$ cat src/rtl/fetch_ctrl.sv
// Fetch controller: sequences PC increment/load/hold commands, buffers redirects
// that arrive while downstream is stalled, and halts on misaligned targets.
module fetch_ctrl (
    input  logic        clk,
    input  logic        rst,
    input  logic        en,
    input  logic        stall,
    input  logic        halt_req,
    input  logic        redir_valid,
    input  logic [31:0] redir_target,
    output logic [1:0]  PC_op,
    output logic [31:0] PC_in,
    output logic        fetch_valid,
    output logic        flush,
    output logic        redir_pending,
    output logic        misalign_err
);

    typedef enum logic [2:0] {
        IDLE   = 3'd0,
        RUN    = 3'd1,
        STALL  = 3'd2,
        FLUSH  = 3'd3,
        HALTED = 3'd4
    } state_t;

    localparam logic [1:0] OP_INC  = 2'b00;
    localparam logic [1:0] OP_LOAD = 2'b01;
    localparam logic [1:0] OP_HOLD = 2'b10;

    state_t      state;
    logic [31:0] redir_buf;
    logic        active;
    logic        bad_redir;
    logic        defer;

    assign active    = (state == RUN) || (state == STALL) || (state == FLUSH);
    assign bad_redir = redir_valid && (redir_target[1:0] != 2'b00);
    // A redirect cannot be loaded while stalled or during the flush bubble, so it is parked
    assign defer     = stall || (state == FLUSH);

    always_comb begin
        PC_op = OP_HOLD;
        PC_in = '0;
        if (active && !bad_redir) begin
            if (redir_valid) begin
                if (!defer) begin
                    PC_op = OP_LOAD;
                    PC_in = redir_target;
                end else if (!stall) begin
                    PC_op = OP_INC;
                end
            end else if (!halt_req && !stall) begin
                if (redir_pending) begin
                    PC_op = OP_LOAD;
                    PC_in = redir_buf;
                end else begin
                    PC_op = OP_INC;
                end
            end
        end
    end

    always_ff @(posedge clk or negedge rst) begin
        if (!rst) begin
            state         <= IDLE;
            redir_buf     <= '0;
            fetch_valid   <= 1'b0;
            flush         <= 1'b0;
            redir_pending <= 1'b0;
            misalign_err  <= 1'b0;
        end else begin
            case (state)
                IDLE: begin
                    fetch_valid <= 1'b0;
                    flush       <= 1'b0;
                    if (en) state <= RUN;
                end
                RUN, STALL, FLUSH: begin
                    flush <= 1'b0;
                    if (bad_redir) begin
                        misalign_err  <= 1'b1;
                        fetch_valid   <= 1'b0;
                        redir_pending <= 1'b0;
                        redir_buf     <= '0;
                        state         <= HALTED;
                    end else if (redir_valid) begin
                        if (defer) begin
                            redir_buf     <= redir_target;
                            redir_pending <= 1'b1;
                            if (stall) begin
                                state <= STALL;
                            end else begin
                                fetch_valid <= 1'b1;
                                state       <= RUN;
                            end
                        end else begin
                            redir_pending <= 1'b0;
                            fetch_valid   <= 1'b0;
                            flush         <= 1'b1;
                            state         <= FLUSH;
                        end
                    end else if (halt_req) begin
                        fetch_valid   <= 1'b0;
                        redir_pending <= 1'b0;
                        redir_buf     <= '0;
                        state         <= HALTED;
                    end else if (stall) begin
                        state <= STALL;
                    end else if (redir_pending) begin
                        redir_pending <= 1'b0;
                        fetch_valid   <= 1'b0;
                        flush         <= 1'b1;
                        state         <= FLUSH;
                    end else begin
                        fetch_valid <= 1'b1;
                        state       <= RUN;
                    end
                end
                HALTED: begin
                    fetch_valid <= 1'b0;
                    flush       <= 1'b0;
                end
                default: begin
                    fetch_valid   <= 1'b0;
                    flush         <= 1'b0;
                    redir_pending <= 1'b0;
                    state         <= IDLE;
                end
            endcase
        end
    end

endmodule

$ cat config.mk
export PLATFORM = sky130hd
export DESIGN_NAME = fetch_ctrl
export DESIGN_NICKNAME = d
export VERILOG_FILES = /design/src/rtl/fetch_ctrl.sv
export SDC_FILE = /design/constraint.sdc
export NUM_CORES = 1
export LEC_CHECK = 0
export ABC_AREA = 0
export BUFFER_PORTS_ARGS = -buffer_cell sky130_fd_sc_hd__buf_2
export CORE_ASPECT_RATIO = 1.4
export CORE_MARGIN = 8
export CORE_UTILIZATION = 49
export CTS_CLUSTER_SIZE = 20
export DETAILED_ROUTE_END_ITERATION = 8
export GPL_TIMING_DRIVEN = 0
export PLACE_DENSITY = 0.79
export SKIP_LAST_GASP = 1
export SLEW_MARGIN = 40
export SYNTH_ARGS = -nofsm -noshare
export SYNTH_HDL_FRONTEND = slang
export SYNTH_SLANG_ARGS = --single-unit
export TNS_END_PERCENT = 30
$ cat constraint.sdc
create_clock -name clk -period 2.3 [get_ports clk]
set_clock_uncertainty 0.2 [all_clocks]
set_input_delay 0.115 -clock clk [delete_from_list [all_inputs] [get_ports clk]]
set_output_delay 0.115 -clock clk [all_outputs]
set_load 0.02 [all_outputs]
=== Word level (Yosys, flattened, before mapping) ===
Cells that the tools add are included.

* Register bits after elaboration: 39
* Input bits: 38
* Output and inout bits: 38

* Equality and inequality tests: 8
* Multiplexer cells: 45
* Bitwise logic cells: 2
* Reductions and logical operators: 19

{| class="wikitable"
|+ Operators with widths
! kind !! number
|-
| $mux 32 || 9
|-
| $mux 1 || 21
|-
| $mux 2 || 8
|-
| $mux 3 || 5
|-
| $ne 5x5->1 const B || 2
|-
| $pmux 3 s3 || 1
|-
| $reduce_and 2->1 || 4
|-
| $eq 3x2->1 const B || 2
|-
| $eq 3x1->1 const B || 1
|-
| $eq 3x3->1 const B || 1
|-
| $logic_and 1x1->1 || 3
|-
| $logic_not 1->1 || 3
|-
| $logic_not 3->1 || 1
|-
| $logic_or 1x1->1 || 3
|-
| $ne 3x1->1 const B || 1
|-
| $reduce_and 3->1 || 1
|-
| $reduce_bool 3->1 || 1
|-
| $reduce_or 3->1 || 1
|-
| $ne 2x2->1 const B || 1
|-
| $not 1->1 || 2
|-
| $pmux 1 s2 || 1
|-
| $reduce_bool 2->1 || 1
|-
| $reduce_or 2->1 || 1
|}

=== Longest topological paths before layout ===
Gate-level depths: netlist of the first run.

* Depth in word-level cells: 6
* Mapped depth: 6
* Gate-level depth less buffers: 3

=== Worst setup path before layout of the first run ===
Ideal clock, no wire load.

* Kind: register to output
* Start point: register redir_pending
* End point: output PC_in[10]
* Arrival: 1.477 ns
* Path slack: 0.508 ns
* Cell stages (with the launch flop): 5
* Cells stage by stage: dfrtp_1 > nor4b_4 > clkbuf_1 > a32oi_1 > nor2_1

* Word-level cells in the longest chain between the ends: 4

{| class="wikitable"
|+ RTL lines
! element !! line !! source
|-
| from (decl) || 15 || <nowiki>output logic redir_pending,</nowiki>
|-
| from (signal assigned) || 70 || <nowiki>redir_pending <= 1'b0;</nowiki>
|-
| from (signal assigned) || 84 || <nowiki>redir_pending <= 1'b0;</nowiki>
|-
| from (signal assigned) || 90 || <nowiki>redir_pending <= 1'b1;</nowiki>
|-
| $mux 32 || 54 || <nowiki>if (redir_pending) begin</nowiki>
|-
| $mux 32 || 53 || <nowiki>end else if (!halt_req && !stall) begin</nowiki>
|-
| $mux 32 || 46 || <nowiki>if (redir_valid) begin</nowiki>
|-
| $mux 32 || 45 || <nowiki>if (active && !bad_redir) begin</nowiki>
|-
| to (decl) || 12 || <nowiki>output logic [31:0] PC_in,</nowiki>
|}

No other way between the ends.

=== Worst setup path in the final report of the first run ===
* Start point: register state[1]
* End point: output PC_in[15]

* Word-level cells in the longest chain between the ends: 5

{| class="wikitable"
|+ RTL lines
! element !! line !! source
|-
| from (decl) || 31 || <nowiki>state_t state;</nowiki>
|-
| from (signal assigned) || 66 || <nowiki>state <= IDLE;</nowiki>
|-
| from (signal assigned) || 77 || <nowiki>if (en) state <= RUN;</nowiki>
|-
| from (signal assigned) || 86 || <nowiki>state <= HALTED;</nowiki>
|-
| $eq 3x2->1, or another cell as far along || 37, 40 ||
|-
| $logic_or 1x1->1, on equally long branches || 40, 37 ||
|-
| $mux 32 or $logic_or 1x1->1 (tied branches) || 47, 37 ||
|-
| $mux 32 or $logic_and 1x1->1 (tied branches) || 46, 45 ||
|-
| $mux 32 (*) || 45 ||
|}

Every way passes the cells marked *; elsewhere a longest branch is shown, timed or not.

==> results.json, run 1 <==
{
  "slew_violations": 0,
  "clock_power_share_pct": 23.5,
  "antenna_found_initial": 1,
  "vias": 2122,
  "hp-class": "primary input to register",
  "cap_violations": 0,
  "pwr_density_cell_mw_per_mm2": 715.2,
  "grt.total_usage_pct": 19.71,
  "gp_congestion": 0.7678,
  "firstDrtPassIters": 4,
  "p_switching_uw": 697.8,
  "fmax_mhz": 458.9,
  "fin_area_mm2": 0.002963,
  "drt_iter0_drc": 177,
  "syn_inst": 192,
  "htree_levels": 2,
  "grt.overflow.total": 0,
  "grt_pass1_wl_um": 10630,
  "synth_top_area_share_pct": 46.90,
  "synth_top_area_cell": "dfrtp_1",
  "cts_tree": "built",
  "ir_worst_vdd_mv": 0.4117,
  "ys_seq_area_share_pct": 46.90,
  "clock_path_buffers": 2,
  "period_share_pct": 94.74,
  "regArea_um2": 975.9,
  "drt_wl_total_um": 6413,
  "p_total_mw": 2.119,
  "ys_ff_latch": 39,
  "rsz0062_at_grt": "true",
  "nets": 345,
  "status": "finished, final reports clean",
  "ios": 76,
  "numPortBuffers": 74,
  "drive_above_1_share_pct": 39.94,
  "p_int_mw": 1.421,
  "via_per_inst": 5.994,
  "tritoncts.num_buffers": 5,
  "crit_type": "register to output pin",
  "fp.dieH_um": 93.11,
  "routedWlPerCell_um": 18.12,
  "holdWs_ps": 14.08,
  "worstPathCellList": "nand3b_4 -> clkbuf_1 -> a32oi_1 -> nor2_1 -> buf_2",
  "dieArea_mm2": 0.006617,
  "core_area_mm2": 0.004169,
  "arrival_ps": 1860,
  "worst_pin_slew_ps": 500.2,
  "row_count": 28,
  "slowest_stage": "dfrtp_1",
  "root_buffer": "clkbuf_8",
  "clock_latency_ps": 280,
  "leakage_nw": 1.426,
  "combPwrFrac_pct": 32.6,
  "syn-mean-instance-area_um2": 10.84,
  "antenna_left": 0,
  "multi_input_comb_area_um2": 970.9,
  "yosys-top-cells-area": "dfrtp_1, a32oi_1, a22o_2",
  "synth_nets": 230,
  "fin_util_pct": 71.07,
  "grt_max_degree": 40,
  "startpoint_type": "register",
  "die_x_um": 71.08,
  "place_hpwl_um": 4280,
  "fillers": 335,
  "seqPwrFrac_pct": 44.0,
  "fin_crit_ps": 2179,
  "final_cell_mix": "buf_2, dfrtp_1, nor2_1, dlygate4sd3_1, a32oi_1",
  "clkTransAtPathRegs_ps": 70,
  "floorplan.initialDensity_pct": 49.91,
  "final_common_cell": "buf_2",
  "synth_area_mm2": 0.002081,
  "hold_viol": 0,
  "crit_required_ps": 1990,
  "crit_fanout": 10,
  "timing.slew.headroom_pct": 66.65,
  "dpl_cell_area_mm2": 0.002510,
  "synth.distinct_cells": 30,
  "swShare_pct": 32.93,
  "syn_to_final_growth_pct": 42.39,
  "yosysWarnings": 0,
  "remaining_drc_errors": 0,
  "end_kind": "output pin",
  "clock-sinks": 39,
  "grt_pass1_vias": 2224,
  "slowest_delay_ps": 470,
  "finalSetupViolations": 0
}
## registers in the layout, summed over array words and instances (netlist names)
register	cells
redir_pending	1
fetch_valid	1
misalign_err	1
flush	1
redir_buf	32
state	3
## metrics by stage
stage / worst slack, ps / std cells / setup TNS (ps)
3_3_place_gp: 341.0 / 311 / 0
3_5_place_dp: 326.3 / 311 / 0
6_report: 121.1 / 354 / 0
2_1_floorplan: 508.0 / 192 / 0
5_1_grt: -1.401 / 354 / -1.401
4_1_cts: 79.86 / 353 / 0
## area by class of cell
class | instances | area share (%)
flip-flops and latches | 39 | 32.94
inverters | 1 | 0.1267
clock buffers | 8 | 3.378
plain buffers | 21 | 4.730
repair buffers | 108 | 24.07
multi-input cells | 131 | 32.77
well taps | 45 | 1.900
diodes | 1 | 0.08446
## power by group through the flow
stage               clock network (mW)  logic [mW]  registers, mW
finish                           0.497       0.690          0.932
CTS                              0.515       0.689          0.930
global placement                     0       0.624          0.928
global route                     0.530       0.750          0.951
detailed placement                   0       0.634          0.935
floorplan                            0       0.437          0.924
## layer usage
| layer | part of all wire, % | wire length [µm] | global-route usage [%] |
|---|---|---|---|
| met1 | 40 | 2571 | 23.10 |
| met2 | 53 | 3406 | 34.52 |
| met3 | 4.9 | 317 | 4.176 |
| met4 | 1.8 | 118 | 6.969 |
| met5 | 0 | 0 | 0 |
## cells in the mapped netlist
cell type / n
nor4b_4: 1
buf_4: 1
buf_2: 8
inv_1: 1
o21ai_0: 5
a211oi_1: 1
and2_1: 2
a22o_1: 11
nand3b_4: 1
nor3b_1: 1
o21bai_1: 1
o211a_1: 1
or3b_4: 1
a211oi_4: 1
dfrtp_1: 39
o21bai_2: 1
a32oi_1: 32
nor4b_1: 2
o31ai_1: 1
clkbuf_1: 6
a22o_2: 19
or3_1: 2
nor2b_1: 1
a21oi_1: 3
a211o_2: 1
o221ai_1: 1
nand2_1: 2
buf_6: 6
nor2_1: 38
nand2b_1: 2
## final timing paths
| path | startpoint | end | slack [ps] | cells after the start |
|---|---|---|---|---|
| worst max register to register | state[1] | redir_buf[2] | 510 | 4 |
| worst min-delay path | stall | state[1] | 10 | 3 |
| worst min register to register | misalign_err | misalign_err | 270 | 1 |
| worst max-delay path | state[1] | PC_in[15] | 120 | 5 |
| max in group asynchronous | rst | redir_buf[3] | 1420 | 2 |
| min in group asynchronous | rst | redir_buf[2] | 140 | 2 |
## logic make-up (layout without fill, tap and decap cells)
logic type / count (synthesis) / in the layout / share of synthesized area [%]
compound gates: 78 / 78 / 33.13
buf+inv: 22 / 138 / 6.795
flops: 39 / 39 / 46.90
other cells: 0 / 1 / 0
simple gates: 53 / 53 / 13.17
## what timing repair did
item	CTS	global route
resized for setup	1	4
endpoints found under the hold margin	72	0
setup endpoints to repair	1	10
buffers inserted	0	0
hold buffers	34	0
## critical path, delay by kind of cell (launching register included)
kind / cells / cell delay, ps
and+or+nand+nor: 2 / 330
AOI/OAI and AO/OA: 1 / 170
buffers and inverters: 2 / 610
DFF: 1 / 470
(Power assumes the default switching activity.)
==> run 2: changes to the inputs <==
Settings changed: BUFFER_PORTS_ARGS -buffer_cell sky130_fd_sc_hd__buf_2 to -buffer_cell sky130_fd_sc_hd__buf_4.
==> run 2 against run 1 <==
Critical path depth did not move. Register-to-register slack got worse by 220 ps. Non-clock buffer count rose by 2. Utilization rose by 4.5 points. Hold slack got worse by 7.7 ps. Clock power fell by 5.8%. Die area did not move. Global-route usage rose by 0.84 points. Worst setup slack got worse by 0.94 ps. Total power rose by 1.1%. Sequential share of layout area fell by 1.9 points. Largest power group unchanged. Highest routed layer unchanged.
==> results.json, run 2 (same netlist as run 1, synthesis figures left out) <==
{
  "status": "finished, final reports clean",
  "post_cts_buffers": 0,
  "crit_start": "state[2]",
  "tritoncts.num_buffers": 5,
  "clkTransAtPathRegs_ps": 70,
  "reg_top3": "redir_buf x32, state x3",
  "routedWlPerCell_um": 18.37,
  "hold_start": "redir_target[1]",
  "regMostFlops": "redir_buf",
  "leakage_nw": 1.460,
  "vias": 2107,
  "drt_iter0_drc": 193,
  "hp-class": "primary input to register",
  "hold_viol": 0,
  "place_hpwl_um": 4304,
  "p_int_mw": 1.425,
  "htree_levels": 2,
  "crit-reg2reg-launch": "state[1]",
  "remaining_drc_errors": 0,
  "min_path_cells": 3,
  "fp.dieH_um": 93.11,
  "post-place-ws_ps": 336.7,
  "fin_util_pct": 75.54,
  "nets": 347,
  "combPwrFrac_pct": 34.5,
  "end_kind": "output pin",
  "grt.overflow.total": 0,
  "core_area_mm2": 0.004169,
  "drt_wl_total_um": 6503,
  "drive_above_1_share_pct": 39.48,
  "r2r-end": "state[1]",
  "rr_worst_depth": 5,
  "grt.total_usage_pct": 20.54,
  "ff2ff_setup_slack_ps": 290,
  "crit_type": "register to output pin",
  "rsz0062_at_grt": "false",
  "numPortBuffers": 74,
  "root_buffer": "clkbuf_8",
  "startpoint_type": "register",
  "clock-sinks": 39,
  "clock_latency_ps": 290,
  "seqPwrFrac_pct": 43.6,
  "grt_pass1_wl_um": 10900,
  "clock_path_buffers": 2,
  "slew_violations": 0,
  "gp_congestion": 0.7836,
  "finalSetupViolations": 0,
  "worst_pin_slew_ps": 490.5,
  "crit_fanout": 10,
  "regArea_um2": 975.9,
  "period_share_pct": 94.78,
  "cts_tree": "built",
  "ios": 76,
  "pwr_density_cell_mw_per_mm2": 680.1,
  "row_count": 28,
  "n_antenna_cell": 0,
  "antenna_left": 0,
  "firstDrtPassIters": 4,
  "grt_max_degree": 40,
  "final_common_cell": "buf_4",
  "antenna_found_initial": 0,
  "grt_pass1_vias": 2265,
  "via_per_inst": 5.952,
  "crit_required_ps": 1990,
  "fmax_mhz": 458.7,
  "ir_worst_vdd_mv": 0.3670,
  "clock_power_share_pct": 21.9,
  "finalWorstSetupSlack_ps": 120.1,
  "timing.slew.headroom_pct": 67.30,
  "cap_violations": 0,
  "arrival_ps": 1860,
  "floorplan.initialDensity_pct": 49.91,
  "fin_tns_setup_ps": 0,
  "p_switching_uw": 716.4,
  "fillers": 304,
  "whs_endpoint": "misalign_err",
  "syn_to_final_growth_pct": 51.35,
  "largest_register_ffs": 32,
  "dieArea_mm2": 0.006617,
  "multi_input_comb_area_um2": 970.9,
  "fin_crit_ps": 2180,
  "swShare_pct": 33.45,
  "die_x_um": 71.08,
  "final_cell_mix": "buf_4, dfrtp_1, nor2_1, dlygate4sd3_1, a32oi_1"
}
==> run 2: how the worst max path moves through the flow <==
| stage | to | slack, ps |
|---|---|---|
| 2_1_floorplan | PC_in[10] | 510 |
| 3_3_place_gp | PC_in[15] | 340 |
| 3_5_place_dp | PC_in[15] | 340 |
| 4_1_cts | PC_in[15] | 20 |
| 5_1_grt | PC_in[1] | 10 |
| 6_report | PC_in[20] | 120 |
==> run 2: cell type report <==
| type | count | area share, % |
|---|---|---|
| sequential | 39 | 30.99 |
| multi-input combinational | 131 | 30.83 |
| timing repair buffer | 110 | 29.08 |
| buffer | 21 | 4.410 |
| clock buffer | 6 | 2.622 |
| tap | 45 | 1.788 |
| clock inverter | 1 | 0.1589 |
| inverter | 1 | 0.1192 |
==> run 2: per-layer routing <==
layer | routed length, µm | GRT usage [%] | vias to the layer above
met5 | 0 | 0 | -
met4 | 160 | 10.98 | 0
met3 | 397 | 4.925 | 16
met2 | 3429 | 35.76 | 84
met1 | 2515 | 22.54 | 1023
li1 | - | - | 984
==> run 2: critical path, cell delays in order, from the launching register on <==
cell and delay (ps):
dfrtp_1 420, nand3b_4 240, clkbuf_1 400, a32oi_1 180, nor2_1 160, buf_4 160
==> run 2: metrics by stage <==
step	area [µm²]	instances	total power, mW	hold slack, ps
after floorplan	2081	192	1.361	-380.6
after global routing	3149	354	2.257	63.39
after CTS	3141	354	2.132	5.384
after detailed placement	2693	311	1.610	-81.18
after global placement	2693	311	1.592	-84.28
final	3149	354	2.142	6.421
==> run 2: power groups by stage <==
stage          Clock (mW)  Combinational, mW  Sequential [mW]
2_1_floorplan           0              0.437            0.924
3_3_place_gp            0              0.664            0.929
3_5_place_dp            0              0.676            0.934
4_1_cts             0.477              0.729            0.925
5_1_grt             0.507              0.801            0.950
6_report            0.468              0.739            0.935
==> run 2: what timing repair did <==
item,CTS,global route
endpoints found under the setup margin,0,30
hold buffers,36,0
gates resized for setup,0,3
hold endpoints to repair,73,0
==> run 3: changes to the inputs <==
Settings changed: ABC_AREA 0 to 1, CAP_MARGIN set to 0, CORE_UTILIZATION 49 to 51, PLACE_DENSITY 0.79 to 0.8, SKIP_LAST_GASP 1 to unset.
==> run 3 against run 2 <==
Register-to-register slack gained 390 ps. Clock power grew 9.6%. Synthesized cell count grew 60%. Highest routed layer unchanged. Hold slack gained 12 ps. Sequential cell count is the same. Via count grew 33%. Cell count grew 37%. Critical endpoint is now PC_in[24].
==> results.json, run 3 <==
{
  "drt_iter0_drc": 251,
  "regMostFlops": "redir_buf",
  "remaining_drc_errors": 0,
  "syn_to_final_growth_pct": 44.72,
  "clock_latency_ps": 290,
  "startpoint_type": "primary input",
  "rr_worst_depth": 6,
  "rsz0062_at_grt": "false",
  "synth_top_area_cell": "dfrtp_1",
  "root_buffer": "clkbuf_8",
  "floorplan.initialDensity_pct": 52.80,
  "synth_area_mm2": 0.002395,
  "regArea_um2": 975.9,
  "via_per_inst": 5.761,
  "holdWs_ps": 18.27,
  "cts_tree": "built",
  "grt_max_degree": 40,
  "synth.distinct_cells": 20,
  "worst_pin_slew_ps": 513.9,
  "status": "finished, final reports clean",
  "tritoncts.num_buffers": 5,
  "clock_path_buffers": 2,
  "numPortBuffers": 75,
  "final_cell_mix": "buf_4, nand3_1, nand2_1, dfrtp_1, a21oi_1",
  "clkTransAtPathRegs_ps": 70,
  "finalSetupViolations": 0,
  "ys_seq_area_share_pct": 40.75,
  "final_common_cell": "buf_4",
  "end_kind": "output pin",
  "gp_congestion": 0.8259,
  "reg_top3": "redir_buf x32, state x3",
  "grt_pass1_vias": 2807,
  "synth_edf_count": 0,
  "fin_util_pct": 76.41,
  "ir_worst_vdd_mv": 0.3555,
  "post-place-ws_ps": 584.8,
  "multi_input_comb_area_mm2": 0.001169,
  "place_hpwl_um": 5235,
  "largest_register_ffs": 32,
  "fin_area_mm2": 0.003466,
  "crit_type": "primary input to output pin",
  "ys_ff_latch": 39,
  "synth_nets": 345,
  "cap_violations": 0,
  "crit_fanout": 10,
  "routedWlPerCell_um": 16.34,
  "fmax_mhz": 471.6,
  "layout.cells.non_filler": 485,
  "nets": 460,
  "synthMostInstantiatedCell": "nand3_1",
  "crit-reg2reg-launch": "state[2]",
  "crit_start": "stall",
  "vias": 2794,
  "fin_crit_ps": 2121,
  "antenna_found_initial": 0,
  "min_path_cells": 3,
  "yosys-top-cells-count": "nand3_1, nand2_1, dfrtp_1",
  "core_area_mm2": 0.004536,
  "dp_cells": 444,
  "r2r-end": "redir_buf[21]",
  "grt.total_usage_pct": 22.39,
  "pwr_density_cell_mw_per_mm2": 416.5,
  "crit_end": "PC_in[24]",
  "ios": 76,
  "drive_above_1_share_pct": 29.79,
  "synth_top_area_share_pct": 40.75,
  "hold_viol": 0,
  "slew_violations": 0,
  "synthArstFlopShare_pct": 100.0,
  "finalWorstSetupSlack_ps": 179.5,
  "leakage_nw": 1.692,
  "crit_required_ps": 1990,
  "hp-class": "primary input to register",
  "firstDrtPassIters": 7,
  "drt_wl_total_um": 7926,
  "syn-mean-instance-area_um2": 7.801,
  "yosysWarnings": 0,
  "dieArea_mm2": 0.007176,
  "ys.flop_type": "dfrtp_1",
  "ff2ff_setup_slack_ps": 680,
  "yosys-top-cells-area": "dfrtp_1, nand3_1, nand2_1",
  "grt_pass1_wl_um": 13040,
  "p_total_mw": 1.444,
  "timing.slew.headroom_pct": 65.74,
  "post_cts_buffers": 0,
  "n_antenna_cell": 0,
  "fillers": 365,
  "fp.dieH_um": 97.08,
  "htree_levels": 2,
  "period_share_pct": 92.20,
  "clock-sinks": 39,
  "dpl_cell_area_mm2": 0.003035,
  "row_count": 29,
  "arrival_ps": 1810,
  "syn_inst": 307,
  "grt.overflow.total": 0,
  "antenna_left": 0,
  "die_x_um": 73.92,
  "fin_tns_setup_ps": 0
}
run 3: final cells by class:
| type | instances | share of cell area, % |
|---|---|---|
| Sequential cell | 39 | 28.16 |
| Inverter | 7 | 0.8303 |
| Multi-Input combinational cell | 233 | 33.72 |
| Tap cell | 62 | 2.238 |
| Clock buffer | 8 | 2.888 |
| Buffer | 28 | 6.390 |
| Timing Repair Buffer | 108 | 25.78 |
run 3: worst max-delay path, stage by stage:
cell and delay, ps:
dlygate4sd3_1 540, buf_4 160, nor2_2 230, buf_2 270
nand3_1 100, a21oi_1 210, buf_4 180
run 3: logic make-up (layout without fill, tap and decap cells):
family | count (synthesis) | count (layout) | share of synthesized area (%)
AND/OR/NAND/NOR | 189 | 189 | 39.29
AO/OA/AOI/OAI | 44 | 44 | 9.509
flip-flops | 39 | 39 | 40.75
buffers and inverters | 35 | 151 | 10.45
run 3: how the worst min path moves through the flow:
stage,start,endpoint,slack (ps)
final,redir_target[0],misalign_err,20
after detailed placement,rst,fetch_valid,-80
after global placement,rst,fetch_valid,-80
after global routing,halt_req,fetch_valid,50
after floorplan,rst,fetch_valid,-380
after CTS,redir_target[0],misalign_err,10
run 3: what timing repair did:
item | 4_1_cts | 5_1_grt
hold buffers | 33 | 0
resized for setup | 0 | 0
endpoints found under the hold margin | 71 | 0
run 3: report_power, final:
part           internal, mW  total [mW]  switching (mW)
clock                 0.274       0.513           0.239
sequential            0.698       0.705         0.00743
combinational         0.110       0.225           0.116
run 3: per-layer routing:
layer	vias to the layer above	track usage, %	wire [µm]
li1	1299	-	-
met1	1353	24.53	3065
met2	124	39.67	4257
met3	18	4.132	441
met4	0	9.428	161
met5	-	0	0
